--- config.mk ---
export PLATFORM = sky130hd
export DESIGN_NAME = wetdry_mix_n
export DESIGN_NICKNAME = d
export VERILOG_FILES = /design/src/rtl/wetdry_mix_n.sv
export SDC_FILE = /design/constraint.sdc
export NUM_CORES = 1
export LEC_CHECK = 0
export ABC_CLOCK_PERIOD_IN_PS = 6200
export CAP_MARGIN = 20
export CORE_MARGIN = 3
export CORE_UTILIZATION = 55
export DETAILED_ROUTE_END_ITERATION = 12
export PLACE_DENSITY = 0.77
export SLEW_MARGIN = 30
export SYNTH_ARGS = -nofsm -noshare
export SYNTH_HDL_FRONTEND = slang
export SYNTH_SLANG_ARGS = --single-unit
--- constraint.sdc ---
create_clock -name clk -period 6.2 [get_ports clk]
set_input_delay 1.55 -clock clk [delete_from_list [all_inputs] [get_ports clk]]
set_output_delay 1.55 -clock clk [all_outputs]
set_load 0.05 [all_outputs]
--- src/rtl/wetdry_mix_n.sv ---
// N-channel wet/dry crossfader. A single signed MAC is time-shared over the
// channels of each frame; the wet gain slews toward the pot setting by at most
// STEP per accepted frame to avoid zipper noise. All channel results are
// presented together with a one-cycle valid pulse.
module wetdry_mix_n #(
  parameter int DW   = 16,
  parameter int GW   = 12,
  parameter int NCH  = 2,
  parameter int STEP = 256
) (
  input  logic              clk,
  input  logic              reset,
  input  logic              ena_i,
  input  logic [GW-1:0]     pot_i,
  input  logic [1:0]        mode_i,
  input  logic [NCH*DW-1:0] dry_i,
  input  logic [NCH*DW-1:0] wet_i,
  output logic [NCH*DW-1:0] out_o,
  output logic              valid_o,
  output logic              busy_o,
  output logic              ovr_o
);

  localparam int PW = DW + GW + 1;
  localparam int AW = DW + GW + 2;
  localparam int CW = (NCH > 1) ? $clog2(NCH) : 1;

  localparam logic signed [AW-1:0] RND    = AW'(1 << (GW - 1));
  localparam logic signed [AW-1:0] SMAX   = AW'((1 << (DW - 1)) - 1);
  localparam logic signed [AW-1:0] SMIN   = ~SMAX;
  localparam logic signed [GW:0]   STEP_S = (GW + 1)'(STEP);

  typedef enum logic [2:0] {S_IDLE, S_MDRY, S_MWET, S_ACC, S_STORE, S_DONE} state_t;

  state_t                   state_q;
  logic [CW-1:0]            ch_q;
  logic [GW-1:0]            gain_q, gain_d;
  logic [1:0]               mode_q;
  logic [NCH*DW-1:0]        dry_q, wet_q, res_q, out_q;
  logic                     valid_q, ovr_q;
  logic signed [PW-1:0]     prod_q;
  logic signed [AW-1:0]     acc_q;
  logic signed [DW-1:0]     dry_ch, wet_ch, store_val;
  logic signed [GW:0]       g_s, ig_s, diff;
  logic                     accept;

  // Full-precision signed multiply; operands widened so the product is exact.
  function automatic logic signed [PW-1:0] mul(input logic signed [DW-1:0] s,
                                               input logic signed [GW:0]   k);
    logic signed [PW-1:0] se, ke;
    se = PW'(s);
    ke = PW'(k);
    return se * ke;
  endfunction

  // Round half up, drop the gain fraction bits, clamp to the sample range.
  function automatic logic signed [DW-1:0] sat(input logic signed [AW-1:0] x);
    logic signed [AW-1:0] r;
    r = (x + RND) >>> GW;
    if (r > SMAX)      return SMAX[DW-1:0];
    else if (r < SMIN) return SMIN[DW-1:0];
    else               return r[DW-1:0];
  endfunction

  assign accept  = ena_i && (state_q == S_IDLE);
  assign g_s     = signed'({1'b0, gain_q});
  assign ig_s    = signed'({1'b0, ~gain_q});
  assign busy_o  = (state_q != S_IDLE);
  assign out_o   = out_q;
  assign valid_o = valid_q;
  assign ovr_o   = ovr_q;

  // Gain slew: jump to the pot when within STEP, otherwise move by STEP.
  always_comb begin
    diff = signed'({1'b0, pot_i}) - signed'({1'b0, gain_q});
    if (diff > STEP_S)       gain_d = gain_q + GW'(STEP);
    else if (diff < -STEP_S) gain_d = gain_q - GW'(STEP);
    else                     gain_d = pot_i;
  end

  // Select the current channel's latched samples and the value to store.
  always_comb begin
    dry_ch = '0;
    wet_ch = '0;
    for (int c = 0; c < NCH; c++) begin
      if (CW'(c) == ch_q) begin
        dry_ch = dry_q[c*DW +: DW];
        wet_ch = wet_q[c*DW +: DW];
      end
    end
    case (mode_q)
      2'b01:   store_val = dry_ch;
      2'b10:   store_val = wet_ch;
      2'b11:   store_val = '0;
      default: store_val = sat(acc_q);
    endcase
  end

  // Control: sequencer, channel counter, gain, overrun flag and output register.
  always_ff @(posedge clk) begin
    if (reset) begin
      state_q <= S_IDLE;
      ch_q    <= '0;
      gain_q  <= '0;
      ovr_q   <= 1'b0;
      valid_q <= 1'b0;
      out_q   <= '0;
    end else begin
      valid_q <= 1'b0;
      if (ena_i && state_q != S_IDLE) ovr_q <= 1'b1;
      case (state_q)
        S_IDLE: if (accept) begin
          gain_q  <= gain_d;
          state_q <= S_MDRY;
        end
        S_MDRY:  state_q <= S_MWET;
        S_MWET:  state_q <= S_ACC;
        S_ACC:   state_q <= S_STORE;
        S_STORE: begin
          if (ch_q == CW'(NCH - 1)) begin
            state_q <= S_DONE;
          end else begin
            ch_q    <= ch_q + 1'b1;
            state_q <= S_MDRY;
          end
        end
        S_DONE: begin
          out_q   <= res_q;
          valid_q <= 1'b1;
          ch_q    <= '0;
          state_q <= S_IDLE;
        end
        default: state_q <= S_IDLE;
      endcase
    end
  end

  // Datapath: frame latch, MAC steps and per-channel result store.
  always_ff @(posedge clk) begin
    if (accept) begin
      dry_q  <= dry_i;
      wet_q  <= wet_i;
      mode_q <= mode_i;
    end
    case (state_q)
      S_MDRY: prod_q <= mul(dry_ch, ig_s);
      S_MWET: begin
        acc_q  <= AW'(prod_q);
        prod_q <= mul(wet_ch, g_s);
      end
      S_ACC:  acc_q <= acc_q + AW'(prod_q);
      S_STORE: begin
        for (int c = 0; c < NCH; c++) begin
          if (CW'(c) == ch_q) res_q[c*DW +: DW] <= store_val;
        end
      end
      default: ;
    endcase
  end

endmodule

== After elaboration in Yosys (flattened, before gate mapping) ==
Cells that the tools add are included.

* Add/subtract/negate cells: 6
* $mul: 2
* Divide/modulo/power cells: 0
* Magnitude comparators: 4
* Equality and inequality tests: 9
* Shift operators: 0
* Mux-type cells: 15
* Bitwise operators: 2
* Reductions and logical operators: 10

{| class="wikitable"
|+ Operator list
! operator !! count
|-
| 2-to-1 mux 16 bit || 4
|-
| one-hot mux 30 bit (2 select lines) || 1
|-
| multiplier 16 x 13 -> 29 bit || 2
|-
| one-hot mux 29 bit (2 select lines) || 1
|-
| one-hot mux 16 bit (3 select lines) || 1
|-
| adder 30 x 13 -> 30 bit (second input constant) || 1
|-
| adder 30 x 29 -> 30 bit || 1
|-
| 2-to-1 mux 12 bit || 2
|-
| > comparator 18 x 16 -> 1 bit (second input constant) || 1
|-
| less-than comparator 18 x 16 -> 1 bit (second input constant) || 1
|-
| one-hot mux 3 bit (5 select lines) || 1
|-
| > comparator 13 x 10 -> 1 bit (second input constant) || 1
|-
| less-than comparator 13 x 9 -> 1 bit (second input constant) || 1
|-
| subtractor 12 x 12 -> 13 bit || 1
|-
| adder 12 x 9 -> 12 bit (second input constant) || 1
|-
| NOT 12 bit || 1
|-
| subtractor 12 x 9 -> 12 bit (second input constant) || 1
|-
| equality test 3 x 2 -> 1 bit (second input constant) || 2
|-
| equality test 3 bit (second input constant) || 2
|-
| 2-to-1 mux 3 bit || 2
|-
| AND reduction 2 bit || 3
|-
| nonzero test 2 bit || 3
|-
| equality test 2 bit (second input constant) || 2
|-
| equality test 3 x 1 -> 1 bit (second input constant) || 1
|-
| 9 further kinds || 11
|}

* Flip-flop bits (word level): 207
* Bits in latches: 0
* RAM bits: 0
* ROM bits: 0
* Input port bits: 81
* Word-level logic and storage cells: 61
* Memories: 0

== Longest topological paths before layout ==
* Depth after elaboration: 5
* Depth in mapped cells: 25
* Depth with buffers taken out: 22

== Worst setup path before layout ==
OpenSTA, ideal clock, no wires.

* Kind: flip-flop to flip-flop
* Start: register ch_q
* End: register prod_q[27] (data pin)
* Library setup time: 0.265 ns
* Arrival time: 6.398 ns
* Slack: -0.463 ns
* Stages on the path, launching flop included: 24
* Cell sequence: dfxtp_1 clkbuf_1 buf_1 mux2i_1 clkbuf_1 nor2_1 fa_1 inv_1 fa_1 inv_1 fa_1 inv_1 fa_1 fa_1 inv_1 ha_1 nand4_1 a21boi_0 a41oi_1 a211oi_1 a2bb2oi_1 a21oi_1 a221oi_1 nor3_1

* Word-level cells in the longest chain between the ends: 3

{| class="wikitable"
|+ Ends and longest elaborated chain
! what !! RTL line !! source
|-
| start: declaration || 36 || <nowiki>logic [CW-1:0] ch_q;</nowiki>
|-
| start signal: assignment || 123 || <nowiki>ch_q <= ch_q + 1'b1;</nowiki>
|-
| 2-to-1 mux 16 bit || 86 || <nowiki>if (CW'(c) == ch_q) begin</nowiki>
|-
| multiplier 16 x 13 -> 29 bit || 53 || <nowiki>return se * ke;</nowiki>
|-
| one-hot mux 29 bit (2 select lines) * || 145 || <nowiki>case (state_q)</nowiki>
|-
| end signal: assignment || 146 || <nowiki>S_MDRY: prod_q <= mul(dry_ch, ig_s);</nowiki>
|-
| end signal: assignment || 149 || <nowiki>prod_q <= mul(wet_ch, g_s);</nowiki>
|-
| end: declaration || 41 || <nowiki>logic signed [PW-1:0] prod_q;</nowiki>
|}

Every way passes the cells marked *; elsewhere a longest branch is shown, timed or not.
A chain may end at the register's enable or synchronous reset.

== Worst setup path after layout ==
* Start: register ch_q
* End: register prod_q[22] (data pin)

Same word-level chain as after synthesis.

==> summary.md <==
| Metric | Value |
|---|---|
| Die Wd | around 220 µm |
| Top cells by area, synth | fa_1, edfxtp_1, ha_1, inv_1, dfxtp_1 |
| Tot GR Track Use | 29.4% |
| ANT nets after route | 0 |
| CTS Root Cell | clkbuf_16 |
| Die ar. | slightly below 0.05 mm² |
| Clock tree buffer depth | 3 |
| Die Ht | between 200 and 250 µm |
| Pin count of the biggest net entering global routing | between 50 and 60 |
| Clk sinks | just over 200 |
| Crit Path Category | flop to flop |
| Count leader, synth | inv_1 |
| Hold Violations, Final | 0 |
| Starting Density | between 50 and 60% |
| Cell Area, Synth | about 0.025 mm² |
| First DRT Iteration DRCs | between 1500 and 2000 |
| Port bufs | ~120 |
| First-pass GRT wire length | ~110 mm |
| Drt drc | 0 |
| Vias in the first global route | ~21000 |
| Ys flop type | edfxtp_1 |
| CP required | ~6.5 ns |
| Total gr overflow | 0 |
| Final GP Congestion | about 0.99 |
| Routed via count | between 20000 and 25000 |
| Dpl cell area | 0.0286 mm² |
| Total of max-cap violations | 0 |
| Crit end category | flop |
| Layout Nets | between 3000 and 4000 |
| Fin area | approximately 0.03 mm² |
| Fin crit period | around 6.2 ns |
| Slew Viols, Final | 0 |
| Initial antenna violation count | 2 |
| Avg Inst Size Synth | just over 9 µm² |
| Synth cell types | slightly above 70 |
| I/O Pins | approximately 120 |
| Yosys top cell area share | 28.7% |
| Commonest cells post-synth | inv_1, fa_1, nand2_1, nor2_1, ha_1 |
| Final clock skew | about 0.024 ns |
| Max FO, Critical Path | 7 |
| Via/cell ratio | about 5.6 |
| Max Freq | roughly 160 MHz |
| Number of flops mapped to enable cells by yosys | 157 |
| Critical Path Start Type | flop |
| HPWL after detailed placement | between 50 and 60 mm |
| Syn nets | 3318 |
| Post-Route WL | approximately 70 mm |
| Yosys reg bits | slightly above 200 |
| Cell count after synthesis | 2701 |
| Synthesis-to-finish area growth | 21.3% |
| Tightest Pin Transition | approximately 0.9 ns |
| Yosys top cell by area | fa_1 |
| Core ar. | 0.0445 mm² |
| CTS tree | built |
| CTS H-tree depth | 1 |
| Ant diodes | 0 |
| Rows | slightly below 80 |
| TritonCTS Buffers | 26 |
| 1st-pass router iterations | 6 |
| Worst EP arrival | about 6.5 ns |
| Fill count | around 3400 |
| Slew margin rel. | 38.2% |
| Async SR Flop Fraction | 0% |
| Setup repair after global routing missed its margin | yes |
| Fraction of layout instances using a drive strength above 1 | 18.6% |
| Fin Hold WS | 0.460 ns |
| HP Class | flop to flop |
| Routed len/inst | roughly 19 µm |
| Post-synthesis sequential area ratio | between 20% and 30% |
| Clock Latency Late Sink | 0.58 ns |
| Final worst-path cycle share | around 100% |
| Clock transition at path regs | about 0.060 ns |
| Status | completed |
| # setup viols final | 0 |
| Synthesis Warnings | 0 |
[per-layer routing]
layer  track usage, %  up-vias  routed length [µm]
met4             11.1        2                3390
met2             50.9      696               34500
li1                 -     9218                   -
met1             37.0    10100               26900
met5                0        -                  13
met3             5.25      195                4860
[layout by cell type, fill, tap and decap left out, types with 77 or more instances in the layout]
master           count
inv_1              529
fa_1               351
buf_4              269
nand2_1            250
nor2_1             216
ha_1               165
edfxtp_1           157
a21oi_1            128
clkdlybuf4s50_1    114
or2_2              102
o21ai_0             77
[registers in the layout, indices dropped and copies added, names as in the netlist]
register,count
wet_q,32
out_o,32
prod_q,29
state_q,3
mode_q,2
acc_q,30
res_q,32
ovr_o,1
gain_q,12
valid_o,1
ch_q,1
dry_q,32
[final timing paths]
kind / cells past startpoint / slack [ns] / startpoint / endpoint
setup / recovery: 26 / 0.005 / ch_q / prod_q[22]
hold / removal: 2 / 0.46 / out_o[26] / out_o[26]
setup reg to reg: 26 / 0.005 / ch_q / prod_q[22]
hold reg to reg: 2 / 0.46 / out_o[26] / out_o[26]
[critical path, cell delays in order (launching register included)]
cell,delay (ns)
dfxtp_4,0.36
buf_12,0.14
mux2i_1,0.11
buf_4,0.15
buf_4,0.13
buf_4,0.15
or2_2,0.29
fa_1,0.53
inv_1,0.05
fa_1,0.56
fa_1,0.43
fa_1,0.49
inv_1,0.06
fa_1,0.53
inv_1,0.06
ha_4,0.21
buf_4,0.14
a21oi_2,0.13
nor2b_1,0.09
o21ai_2,0.16
nand3_2,0.13
buf_4,0.16
buf_4,0.13
o31a_1,0.26
a21oi_2,0.15
xor2_1,0.17
o21ai_1,0.12
[cell type report]
type	count	area (µm²)	area share [%]
multi-input combinational	1843	17400	57.3
sequential	207	5720	18.9
timing repair buffer	407	3520	11.6
inverter	542	2040	6.72
clock buffer	33	741	2.44
tap	592	741	2.44
clock inverter	15	163	0.537
[logic make-up after synthesis]
logic type	Yosys count	synth area share [%]
buffers and inverters	651	9.82
DFF	207	22.9
and+or+nand+nor	774	14.5
AOI/OAI and AO/OA	395	9.99
muxes	46	1.94
adders and majority gates	536	37.6
xor gates and xnor gates	92	3.23
[timing repair]
action                                  CTS  global route
endpoints found under the setup margin   14            15
endpoints found under the hold margin     0             0
setup buffers                            10             9
resized for setup                        67            71
pin swaps                                39            38
gates cloned                              0             0
hold buffers                              0             0
[stage by stage]
step | util [%] | cells | setup WS (ns) | setup TNS [ns]
after floorplan | - | 2701 | 0.00324 | 0
after global placement | 64.2 | 3572 | -0.341 | -2.87
after detailed placement | 64.2 | 3573 | -0.467 | -3.88
after global routing | 68.1 | 3639 | -0.175 | -1.33
final | 68.1 | 3639 | 0.00464 | 0
after CTS | 67.1 | 3630 | -0.00588 | -0.00588
Power is not shown: default switching activity piles up to over one toggle a cycle in this logic, so the estimate is an artifact.
